`config.mk`:
```
export PLATFORM = sky130hd
export DESIGN_NAME = bit_serializer_flat
export DESIGN_NICKNAME = d
export VERILOG_FILES = /design/src/rtl/serial_pkg.sv /design/src/rtl/bit_serializer_if.sv /design/src/rtl/bit_serializer.sv /design/src/flat_wrapper.sv
export SDC_FILE = /design/constraint.sdc
export NUM_CORES = 1
export LEC_CHECK = 0
export ABC_AREA = 1
export CORE_AREA = 2 2 45 47
export CTS_BUF_LIST = sky130_fd_sc_hd__clkbuf_8
export DETAILED_ROUTE_END_ITERATION = 7
export DIE_AREA = 0 0 47 49
export HOLD_SLACK_MARGIN = 0.06
export PLACE_DENSITY = 0.84
export SETUP_SLACK_MARGIN = 0.15
export SYNTH_ARGS = -nofsm -noshare
export SYNTH_HDL_FRONTEND = slang
export SYNTH_SLANG_ARGS = --single-unit
export TNS_END_PERCENT = 10
```
`constraint.sdc`:
```
create_clock -name clk -period 1.3 [get_ports clk]
set_clock_uncertainty 0.2 [all_clocks]
set_input_delay 0.26 -clock clk [delete_from_list [all_inputs] [get_ports clk]]
set_output_delay 0.26 -clock clk [all_outputs]
set_load 0.01 [all_outputs]
```
`src/rtl/serial_pkg.sv`:
```
// rtl/serial_pkg.sv - shared types and helpers for the serial detector chain front end
//
// Contents:
//   ser_state_t   : serializer FSM state encoding (IDLE, SHIFT, PARITY)
//   SER_WIDTH_MAX : widest word any serializer in the chain may carry
//   parity_even   : even-parity bit of a word (zero-extend narrower words)
package serial_pkg;

  localparam int SER_WIDTH_MAX = 32;

  typedef enum logic [1:0] {
    IDLE   = 2'd0,
    SHIFT  = 2'd1,
    PARITY = 2'd2
  } ser_state_t;

  // XOR of all bits: 1 when the word holds an odd number of ones, so that
  // word plus this bit always carries an even count of ones.
  function automatic logic parity_even(input logic [SER_WIDTH_MAX-1:0] word);
    return ^word;
  endfunction

endpackage

```
`src/rtl/bit_serializer_if.sv`:
```
// rtl/bit_serializer_if.sv - word-in / bit-out bundle between a word source and the serializer
//
// Signals:
//   din        : parallel word, MSB sent first
//   din_valid  : din holds a word to send
//   din_ready  : serializer accepts a word this cycle
//   stall      : freeze serial output and state
//   sout       : serial data bit
//   sout_valid : sout carries a word or parity bit
//   busy       : a word is in flight
// Modports:
//   master : word source / bench side
//   slave  : serializer side
interface bit_serializer_if #(
  parameter int WIDTH = 8
) ();

  logic [WIDTH-1:0] din;
  logic             din_valid;
  logic             din_ready;
  logic             stall;
  logic             sout;
  logic             sout_valid;
  logic             busy;

  modport master (
    output din,
    output din_valid,
    output stall,
    input  din_ready,
    input  sout,
    input  sout_valid,
    input  busy
  );

  modport slave (
    input  din,
    input  din_valid,
    input  stall,
    output din_ready,
    output sout,
    output sout_valid,
    output busy
  );

endinterface

```
`src/rtl/bit_serializer.sv`:
```
// rtl/bit_serializer.sv - parallel-to-serial front end, MSB first, optional even parity
//
// Parameters:
//   WIDTH : word width in bits, 2..32
// Ports:
//   clk   : clock, all state on rising edge
//   reset : asynchronous, active-high reset
//   ifc   : bit_serializer_if.slave (din/din_valid/din_ready, stall,
//           sout/sout_valid, busy)
// Configuration macro:
//   BIT_SERIALIZER_PARITY_EN : append an even-parity bit after data bit 0
//
// sout feeds the serial input of the downstream 1101 detector; idle cycles
// present sout = 0 which cannot start a false match.
import serial_pkg::*;

module bit_serializer #(
  parameter int WIDTH = 8
) (
  input  logic               clk,
  input  logic               reset,
  bit_serializer_if.slave    ifc
);

  localparam int              CW      = $clog2(WIDTH);
  localparam logic [CW-1:0]   CNT_TOP = CW'(WIDTH - 1);
  localparam logic [CW-1:0]   CNT_ONE = CW'(1);

  ser_state_t       state;
  logic [CW-1:0]    cnt;
  logic [WIDTH-1:0] shreg;
  logic             last_bit;
  logic             accept;

`ifdef BIT_SERIALIZER_PARITY_EN
  // Parity is latched with the word so it never depends on the shifted copy.
  logic             parity_q;

  assign last_bit = (state == PARITY);
`else
  assign last_bit = (state == SHIFT) && (cnt == '0);
`endif

  // Ready in the final-bit cycle lets the next word follow with no gap bit.
  assign ifc.din_ready = (state == IDLE) || (last_bit && !ifc.stall);
  assign accept        = ifc.din_valid && ifc.din_ready;
  assign ifc.busy      = (state != IDLE);

  always_ff @(posedge clk or posedge reset) begin
    if (reset) begin
      state          <= IDLE;
      cnt            <= '0;
      shreg          <= '0;
      ifc.sout       <= 1'b0;
      ifc.sout_valid <= 1'b0;
`ifdef BIT_SERIALIZER_PARITY_EN
      parity_q       <= 1'b0;
`endif
    end else if (accept) begin
      // Acceptance only happens in IDLE or in an unstalled final-bit cycle,
      // so loading here covers both the fresh start and back-to-back cases.
      // An IDLE handshake is taken even under stall; the MSB then holds.
      state          <= SHIFT;
      cnt            <= CNT_TOP;
      shreg          <= ifc.din;
      ifc.sout       <= ifc.din[WIDTH-1];
      ifc.sout_valid <= 1'b1;
`ifdef BIT_SERIALIZER_PARITY_EN
      parity_q       <= parity_even(SER_WIDTH_MAX'(ifc.din));
`endif
    end else begin
      case (state)
        IDLE: begin
          ifc.sout       <= 1'b0;
          ifc.sout_valid <= 1'b0;
        end

        SHIFT: begin
          if (!ifc.stall) begin
            if (cnt != '0) begin
              cnt      <= cnt - CNT_ONE;
              shreg    <= {shreg[WIDTH-2:0], 1'b0};
              ifc.sout <= shreg[WIDTH-2];
            end else begin
`ifdef BIT_SERIALIZER_PARITY_EN
              state          <= PARITY;
              ifc.sout       <= parity_q;
              ifc.sout_valid <= 1'b1;
`else
              state          <= IDLE;
              cnt            <= '0;
              ifc.sout       <= 1'b0;
              ifc.sout_valid <= 1'b0;
`endif
            end
          end
        end

        PARITY: begin
          if (!ifc.stall) begin
            state          <= IDLE;
            cnt            <= '0;
            ifc.sout       <= 1'b0;
            ifc.sout_valid <= 1'b0;
          end
        end

        default: begin
          state          <= IDLE;
          cnt            <= '0;
          ifc.sout       <= 1'b0;
          ifc.sout_valid <= 1'b0;
        end
      endcase
    end
  end

endmodule

```
`src/flat_wrapper.sv`:
```
// flat-port wrapper written by rule: the top's interface ports become plain ports
module bit_serializer_flat 
#(
  parameter int WIDTH = 8
)
  (clk, reset, ifc_din, ifc_din_valid, ifc_stall, ifc_din_ready, ifc_sout, ifc_sout_valid, ifc_busy);
  bit_serializer_if #(.WIDTH(WIDTH)) ifc_i ();
  input  logic clk;
  input  logic reset;
  input wire logic [$bits(ifc_i.din)-1:0] ifc_din;
  input wire logic [$bits(ifc_i.din_valid)-1:0] ifc_din_valid;
  input wire logic [$bits(ifc_i.stall)-1:0] ifc_stall;
  output wire logic [$bits(ifc_i.din_ready)-1:0] ifc_din_ready;
  output wire logic [$bits(ifc_i.sout)-1:0] ifc_sout;
  output wire logic [$bits(ifc_i.sout_valid)-1:0] ifc_sout_valid;
  output wire logic [$bits(ifc_i.busy)-1:0] ifc_busy;
  assign ifc_i.din = ifc_din;
  assign ifc_i.din_valid = ifc_din_valid;
  assign ifc_i.stall = ifc_stall;
  assign ifc_din_ready = ifc_i.din_ready;
  assign ifc_sout = ifc_i.sout;
  assign ifc_sout_valid = ifc_i.sout_valid;
  assign ifc_busy = ifc_i.busy;
  bit_serializer #(.WIDTH(WIDTH)) u_core (.clk(clk), .reset(reset), .ifc(ifc_i));
endmodule
```
==> results.yml, run 1 <==
status:
  outcome: "complete, but fails checks"
  violations: "setup timing"
detailed_routing:
  vias: 713
  drt_first_iter_violations: 6
  remaining_drc_errors: 0
  drt-pass1-iter-count: 4
  totalWireLength_mm: 1.80
  post_drt_via_cell_ratio: 4.69
  wl_per_cell_um: 11.8
  number_of_routed_nets_with_antenna_violations: 0
cells_and_area:
  insertedDiodeCount: 0
  mostFrequentLayoutCells: "25 x nand2_1, 18 x inv_1, 12 x buf_4, 12 x dfrtp_1, 11 x clkdlybuf4s50_1"
  post_layout_nonfiller_instances: 152
  finish.utilization_pct: 61.3
  flow.area_growth_from_synthesis_pct: 45.2
  drive_gt1_share_pct: 32.8
  fill_cells: 158
  final_area_sq_um: 1130
  layout.cells.most_common: "nand2_1"
  layout_nets: 138
global_route:
  number_of_global_route_vias_before_repair: 693
  grt_first_pass_wirelength_mm: 3.02
  grtUsageTotal_pct: 18.4
  grt_start_max_net_pins: 14
  grt_antenna_before_repair: 0
  grt_overflow: 0
clock_network:
  cts_buffers: 3
  cts-htree-levels: 1
  cts.path.max_buffers: 2
  ctsRootBufferMaster: "clkbuf_8"
  cts_num_sinks: 13
  clock_insertion_delay_at_the_later_pin_of_the_skew_report_ps: 240
  clkSlewWorstSetupHoldPaths_ps: 60
  tritoncts_clock_tree: "built"
critical_path:
  critical_path.max_fanout: 2
  timing.setup.critical_path_class: "reg2out"
  worstPathArrival_ps: 1140
  crit_path_frequent_cell: "nand2_4"
  cp.required_ps: 840
  cpPeakStageDelay_ps: 400
  end_kind: "primary output"
  timing.critical_path.from_type: "register"
  path_cells: "nor2_4 > nand2_4 > nand2_8 > nand2_4 > inv_4 > buf_6"
  cell_at_the_slowest_stage_of_the_critical_path: "dfrtp_1"
synth:
  avgSynthCellArea_sq_um: 8.18
  synth_seq_cells: 13
  synth_fp_nets: 107
  synth.lib_cells_used.distinct: 20
  synthesis.area_sq_um: 777
  syn_inst: 95
  yosys_warnings: 0
  ys_seq_area_share_pct: 41.9
place:
  finalWeightedCongestion: 0.812
  placement.cell_area_sq_um: 1050
  hpwlAfterDp_mm: 1.27
  post-place-cells: 145
  number_of_port_buffers: 15
power:
  cellPowerDensity_nw_per_um2: 2040
  irDropWorstVdd_uv: 1110
  power.static_leakage_nw: 0.595
sta:
  final_hold_viol_count: 0
  period_needed_ps: 1600
  ratio_of_final_minimum_period_to_clock_period_pct: 123
  final.setup.worst_slack_ps: -300
  fin_max_slew_vios: 0
  max-slew-margin-rel_pct: 86.4
  unrepaired_setup_endpoints_after_global_routing: "true"
  timing_worst_slew_pin_value_ps: 203
  max_clock_freq_mhz: 625
  final-setup-viol-count: 13
floorplanning:
  ioPinCount: 16
  number_of_cell_rows: 16
  fp.dieW_um: 47
  chipHeight_um: 49
  core_area_sq_um: 1840
  die_area_sq_um: 2300
  floorplan.initialDensity_pct: 42.2
job:
  maxCapViolCount: 0
hold_path:
  holdCritPathClass: "in2async"
cell families after synthesis:
| group | after synthesis | synth area share, % |
|---|---|---|
| flops | 13 | 41.9 |
| simple gates | 52 | 37.4 |
| compound gates | 7 | 6.44 |
| buf+inv | 23 | 14.3 |
final cells by class:
cell class              instances  area (sq um)  share of cell area [%]
multi-input cells              59           383                    33.9
flip-flops and latches         13           327                    28.9
repair buffers                 29           258                    22.8
inverters                      20          82.6                    7.32
clock buffers                   3          41.3                    3.66
well taps                      27          33.8                    2.99
clock inverters                 1          3.75                   0.333
sequential cells by signal, summed over array words and instances, names as in the netlist:
signal                 count
u_core.ifc.sout            1
u_core.cnt                 3
u_core.shreg               7
u_core.ifc.sout_valid      1
u_core.state               1
through the flow:
stage	TNS (ps)	setup WS (ps)	total power [mW]	hold slack (ps)
detailed placement	-5960	-574	1.87	265
global route	-3640	-347	2.49	171
floorplan	-342	-45.9	1.46	-63.0
finish	-2790	-300	2.31	111
global placement	-5900	-581	1.81	255
CTS	-2620	-300	2.26	111
power breakdown:
part	switching, mW	internal [mW]	total [mW]	leakage, nW
registers	0.109	0.577	0.686	0.162
logic	0.686	0.582	1.27	0.406
clock network	0.144	0.208	0.352	0.0269
what timing repair did:
item	4_1_cts	5_1_grt
gates resized for setup	19	2
endpoints found under the setup margin	17	17
hold buffers	0	0
pin swaps	1	1
cloned	0	0
buffers inserted	2	1
layer usage:
metal	wire, um	vias to the layer above	global-route usage, %
met2	905	12	27.4
met4	41	0	11.1
met5	0	-	0
li1	-	358	-
met1	820	339	23.9
met3	29	4	3.33
critical path, delay by kind of cell, from the launching register on:
kind | cells | cell delay [ps]
flip-flops | 1 | 400
AND/OR/NAND/NOR | 4 | 370
buffers and inverters | 2 | 140
worst paths after layout:
check | from | endpoint | slack (ps) | depth (start not counted)
worst max register to register | u_core.state[0] | u_core.shreg[2] | -280 | 8
min in group clk | u_core.shreg[1] | u_core.shreg[1] | 280 | 2
max in group asynchronous | reset | u_core.state[0] | 610 | 3
worst min-delay path | reset | u_core.shreg[1] | 110 | 3
worst max-delay path | u_core.cnt[0] | ifc_din_ready | -300 | 6
worst min register to register | u_core.shreg[1] | u_core.shreg[1] | 280 | 2
cells in the mapped netlist, drive strengths merged:
library cell	number	area (sq um)
a21oi	1	5.00
buf	3	33.8
dfrtp	13	325
inv	20	77.6
nand2	31	158
nand3	11	67.6
nand4	8	50.1
nor2	2	15.0
o211ai	1	7.51
o21a	2	22.5
o21ai	3	15.0
Note: power is estimated with default switching activity, not from simulation.
==> inputs of run 2 (changes only) <==
--- a/config.mk
+++ b/config.mk
@@ -11,8 +11,9 @@
 export DETAILED_ROUTE_END_ITERATION = 7
 export DIE_AREA = 0 0 47 49
 export HOLD_SLACK_MARGIN = 0.06
-export PLACE_DENSITY = 0.84
+export PLACE_DENSITY = 0.81
 export SETUP_SLACK_MARGIN = 0.15
+export SKIP_LAST_GASP = 1
 export SYNTH_ARGS = -nofsm -noshare
 export SYNTH_HDL_FRONTEND = slang
 export SYNTH_SLANG_ARGS = --single-unit
==> run 2 against run 1 <==
The run still ends with setup timing left. Power is 0.26% lower. Sequential share of layout area is 0.29 points lower. First-iteration DRC count is 120% higher. Highest routed layer unchanged. Sequential cell count stayed put. Utilization is 0.61 points higher. Non-clock buffer count is 2 higher. Fmax is 1.2% lower. Wire length is 2.8% lower. Cell count is 1.3% higher. Largest power group unchanged.
==> results.yml, run 2 (synthesis results as in run 1) <==
sta:
  final_hold_viol_count: 0
  period_needed_ps: 1620
  final-setup-viol-count: 16
  fin_max_slew_vios: 0
  ratio_of_final_minimum_period_to_clock_period_pct: 125
  timing_worst_slew_pin_value_ps: 227
  max_clock_freq_mhz: 618
  final.setup.worst_slack_ps: -319
  max-slew-margin-rel_pct: 84.8
  unrepaired_setup_endpoints_after_global_routing: "true"
clock_network:
  cts_num_sinks: 13
  cts-htree-levels: 1
  cts_buffers: 3
  clkSlewWorstSetupHoldPaths_ps: 60
  ctsRootBufferMaster: "clkbuf_8"
  clock_insertion_delay_at_the_later_pin_of_the_skew_report_ps: 240
  cts_hold_repair.buffers: 0
  tritoncts_clock_tree: "built"
  cts.path.max_buffers: 2
cells_and_area:
  flow.area_growth_from_synthesis_pct: 46.7
  drive_gt1_share_pct: 29.9
  reg_top3: "u_core.shreg x7, u_core.cnt x3"
  mostFrequentLayoutCells: "26 x nand2_1, 18 x inv_1, 15 x buf_4, 13 x clkdlybuf4s50_1, 12 x dfrtp_1"
  sequential_cell_area_in_the_final_layout_sq_um: 327
  insertedDiodeCount: 0
  registers.top_by_ff_count: "u_core.shreg"
  fill_cells: 143
  multi_input_comb_area_sq_um: 375
  largest_register_ffs: 7
  layout.cells.most_common: "nand2_1"
  finish.utilization_pct: 61.9
  layout_nets: 140
critical_path:
  timing.critical_path.from_type: "register"
  end_kind: "primary output"
  cpPeakStageDelay_ps: 410
  crit_path_frequent_cell: "nand2_4"
  path_buf_inv: 2
  cell_at_the_slowest_stage_of_the_critical_path: "dfrtp_1"
  timing.setup.critical_path_class: "reg2out"
  critical_path.max_fanout: 2
  cp.required_ps: 840
  path_cells: "nor2_4 > nand2_4 > nand2_8 > nand2_4 > inv_4 > buf_6"
  worstPathArrival_ps: 1160
  cpLargestDelayFamily: "flip-flops"
global_route:
  grtUsageTotal_pct: 19.5
  grt_antenna_before_repair: 0
  grt_first_pass_wirelength_mm: 3.33
  grt_overflow: 0
  number_of_global_route_vias_before_repair: 787
  grt_start_max_net_pins: 14
detailed_routing:
  remaining_drc_errors: 0
  vias: 714
  number_of_routed_nets_with_antenna_violations: 0
  wl_per_cell_um: 11.3
  drt_first_iter_violations: 13
  drt-pass1-iter-count: 4
  post_drt_via_cell_ratio: 4.64
  totalWireLength_mm: 1.75
floorplanning:
  floorplan.initialDensity_pct: 42.2
  ioPinCount: 16
  core_area_sq_um: 1840
  chipHeight_um: 49
  number_of_cell_rows: 16
  die_area_sq_um: 2300
  fp.dieW_um: 47
place:
  number_of_port_buffers: 15
  finalWeightedCongestion: 0.866
  hpwlAfterDp_mm: 1.33
  placement.setup.worst_slack_ps: -574
job:
  maxCapViolCount: 0
power:
  cellPowerDensity_nw_per_um2: 2020
  irDropWorstVdd_uv: 872
  power.static_leakage_nw: 0.596
hold_path:
  holdCritPathClass: "in2async"
status:
  violations: "setup timing"
  outcome: "complete, but fails checks"
## run 2: changes by cell type in the layout (fill, tap and decap cells not counted), sizes merged
| cell | previous run | this run |
|---|---|---|
| clkdlybuf4s50 | 11 | 13 |
| dlygate4sd2 | 0 | 1 |
| buf | 18 | 17 |
## run 2: worst paths after layout
path / from / cells after the start / slack [ps] / to
worst min-delay path: reset / 3 / 110 / u_core.cnt[0]
min in group clk: u_core.shreg[1] / 2 / 270 / u_core.shreg[1]
worst min register to register: u_core.shreg[1] / 2 / 270 / u_core.shreg[1]
worst max register to register: u_core.state[0] / 8 / -270 / u_core.shreg[2]
worst max-delay path: u_core.cnt[1] / 6 / -320 / ifc_din_ready
max in group asynchronous: reset / 3 / 610 / u_core.state[0]
## run 2: worst reg2reg max path: stages, from the launching register on
cell     delay, ps
dfrtp_2        420
buf_4          150
nand2_4         80
buf_6          150
o21a_4         170
nand2_4        100
inv_8          100
nand3_2         60
nand2_1         70
## run 2: report_power, final
group          internal, mW  switching, mW  leakage (nW)
Sequential            0.577         0.0996         0.162
Combinational         0.594          0.679         0.407
Clock                 0.208          0.143        0.0269
## run 2: layout make-up
type | count | area share [%]
clock buffer | 3 | 3.62
inverter | 20 | 7.46
multi-input combinational | 59 | 32.9
sequential | 13 | 28.6
timing repair buffer | 31 | 24.0
tap | 27 | 2.96
clock inverter | 1 | 0.329
## run 2: routing by layer
| layer | GRT usage [%] | vias to the layer above | share of wire, % |
|---|---|---|---|
| li1 | - | 363 | - |
| met1 | 24.5 | 333 | 45 |
| met2 | 32.2 | 16 | 50 |
| met3 | 4.81 | 2 | 3.7 |
| met4 | 5.56 | 0 | 0.97 |
| met5 | 0 | - | 0 |
## run 2: stage by stage
step	total power, mW	TNS (ps)	hold WS, ps	cells	cell area [sq um]
after global routing	2.51	-4530	167	154	1140
after detailed placement	1.89	-6180	262	147	1060
after global placement	1.84	-5920	254	147	1060
after CTS	2.30	-3480	118	154	1140
final	2.30	-3470	109	154	1140
after floorplan	1.46	-342	-63.0	95	817
## run 2: timing repair
action	in CTS	in global routing
cloned	0	0
pin swaps	1	0
endpoints found under the setup margin	17	17
buffers inserted	3	0
gates resized for setup	8	1
==> inputs of run 3 (changes only) <==
--- a/config.mk
+++ b/config.mk
@@ -6,10 +6,11 @@
 export NUM_CORES = 1
 export LEC_CHECK = 0
 export ABC_AREA = 1
-export CORE_AREA = 2 2 45 47
+export CORE_AREA = 2 2 44 46
 export CTS_BUF_LIST = sky130_fd_sc_hd__clkbuf_8
+export CTS_CLUSTER_SIZE = 8
 export DETAILED_ROUTE_END_ITERATION = 7
-export DIE_AREA = 0 0 47 49
+export DIE_AREA = 0 0 46 48
 export HOLD_SLACK_MARGIN = 0.06
 export PLACE_DENSITY = 0.81
 export SETUP_SLACK_MARGIN = 0.15
==> constraint.sdc (replaced) <==
create_clock -name clk -period 2 [get_ports clk]
set_clock_uncertainty 0.2 [all_clocks]
set_input_delay 0.4 -clock clk [delete_from_list [all_inputs] [get_ports clk]]
set_output_delay 0.4 -clock clk [all_outputs]
set_load 0.01 [all_outputs]
==> run 3 against run 2 <==
Worst setup slack better by 530 ps. The flow now finishes without violations. Utilization down 0.63 points. Register-to-register slack better by 660 ps. Worst hold slack better by 170 ps. Cell count down 11%.
==> results.yml, run 3 (synthesis results as in run 1) <==
status:
  outcome: "finished, final reports clean"
place:
  placement.setup.worst_slack_ps: -177
  finalWeightedCongestion: 0.775
  placement.cell_area_sq_um: 960
  number_of_port_buffers: 15
  hpwlAfterDp_mm: 1.14
sta:
  timing_worst_slew_pin_value_ps: 503
  unrepaired_setup_endpoints_after_global_routing: "false"
  max-slew-margin-rel_pct: 66.5
  setup_tns_ps: 0
  max_clock_freq_mhz: 560
  final-setup-viol-count: 0
  period_needed_ps: 1780
  final.setup.worst_slack_ps: 216
  final_hold_viol_count: 0
  fin_max_slew_vios: 0
  ratio_of_final_minimum_period_to_clock_period_pct: 89.2
critical_path:
  critical_path_depth: 1
  critical_path.max_fanout: 3
  end_kind: "primary output"
  cp.required_ps: 1400
  regToRegSetupSlack_ps: 390
  cpPeakStageDelay_ps: 540
  worstPathArrival_ps: 1180
  crit_path_end: "ifc_busy"
  worstRegToRegCells: 8
  path_cells: "clkdlybuf4s50_1"
  startpoint_of_the_lowest_slack_register_to_register_path: "u_core.state[0]"
  cpLargestDelayFamily: "buffers and inverters"
  timing.setup.critical_path_class: "reg2out"
  timing.critical_path.from_type: "register"
  cell_at_the_slowest_stage_of_the_critical_path: "clkdlybuf4s50_1"
  worstReg2RegEnd: "u_core.shreg[3]"
  path_buf_inv: 1
  critPathLaunch: "u_core.state[0]"
detailed_routing:
  vias: 673
  drt_first_iter_violations: 14
  number_of_routed_nets_with_antenna_violations: 0
  drt-pass1-iter-count: 4
  wl_per_cell_um: 11.9
  remaining_drc_errors: 0
  totalWireLength_mm: 1.63
  post_drt_via_cell_ratio: 4.91
cells_and_area:
  layout.cells.most_common: "nand2_1"
  fill_cells: 144
  layout_nets: 133
  multi_input_comb_area_sq_um: 340
  largest_register_ffs: 7
  drive_gt1_share_pct: 20.8
  flow.area_growth_from_synthesis_pct: 33.2
  insertedDiodeCount: 0
  reg_top3: "u_core.shreg x7, u_core.cnt x3"
  mostFrequentLayoutCells: "26 x nand2_1, 18 x inv_1, 13 x clkdlybuf4s50_1, 12 x dfrtp_1, 10 x nand3_1"
  sequential_cell_area_in_the_final_layout_sq_um: 327
  finish.utilization_pct: 61.3
  registers.top_by_ff_count: "u_core.shreg"
  final_area_sq_um: 1030
floorplanning:
  core_area_sq_um: 1690
  number_of_cell_rows: 15
  ioPinCount: 16
  die_area_sq_um: 2210
  floorplan.initialDensity_pct: 46.0
  fp.dieW_um: 46
  chipHeight_um: 48
power:
  cellPowerDensity_nw_per_um2: 1330
  power.static_leakage_nw: 0.557
  irDropWorstVdd_uv: 630
  overall_power_consumption_mw: 1.38
clock_network:
  cts.path.max_buffers: 2
  cts_num_sinks: 13
  clkSlewWorstSetupHoldPaths_ps: 60
  cts-htree-levels: 1
  cts_buffers: 3
  tritoncts_clock_tree: "built"
  clock_insertion_delay_at_the_later_pin_of_the_skew_report_ps: 250
  ctsRootBufferMaster: "clkbuf_8"
global_route:
  grtUsageTotal_pct: 17.9
  number_of_global_route_vias_before_repair: 620
  grt_start_max_net_pins: 14
  grt_overflow: 0
  grt_first_pass_wirelength_mm: 2.70
  grt_antenna_before_repair: 0
job:
  maxCapViolCount: 0
hold_path:
  holdCritPathClass: "in2async"
## run 3: cell types whose count changed in the layout (fill, tap and decap cells not counted), sizes merged
| cell | previous run | this run |
|---|---|---|
| buf | 17 | 9 |
| clkbuf | 3 | 4 |
## run 3: layout make-up
class,count,share of cell area (%)
multi-input cells,59,32.9
flip-flops and latches,13,31.6
repair buffers,24,21.6
inverters,20,7.50
clock buffers,3,3.99
well taps,17,2.06
clock inverters,1,0.363
## run 3: metrics by stage
| step | cells | hold WS [ps] |
|---|---|---|
| finish | 137 | 276 |
| floorplan | 95 | 77.0 |
| detailed placement | 130 | 266 |
| global route | 137 | 308 |
| CTS | 136 | 281 |
| global placement | 130 | 261 |
## run 3: per-layer routing
layer	track usage, %	wire length [um]	up-vias
met5	0	0	-
met2	25.3	745	15
met3	5.66	61	4
met4	9.14	27	0
li1	-	-	350
met1	24.6	792	304
## run 3: worst min-delay path by stage
stage,depth (start not counted),startpoint,endpoint,slack (ps)
finish,2,reset,u_core.shreg[0],280
global route,2,u_core.shreg[4],u_core.shreg[4],310
CTS,2,u_core.shreg[4],u_core.shreg[4],280
detailed placement,2,u_core.shreg[4],u_core.shreg[4],270
global placement,2,u_core.ifc.sout_valid,u_core.ifc.sout_valid,260
floorplan,1,reset,u_core.cnt[0],80
## run 3: repair_timing
action / CTS / global route
hold buffers: 0 / 0
buffers inserted: 2 / 1
pin swaps: 0 / 1
setup endpoints to repair: 2 / 1
gates resized for setup: 3 / 2
## run 3: power breakdown
| group | switching, mW | total (mW) | internal [mW] |
|---|---|---|---|
| registers | 0.0638 | 0.439 | 0.375 |
| logic | 0.383 | 0.709 | 0.326 |
| clock network | 0.0978 | 0.233 | 0.136 |
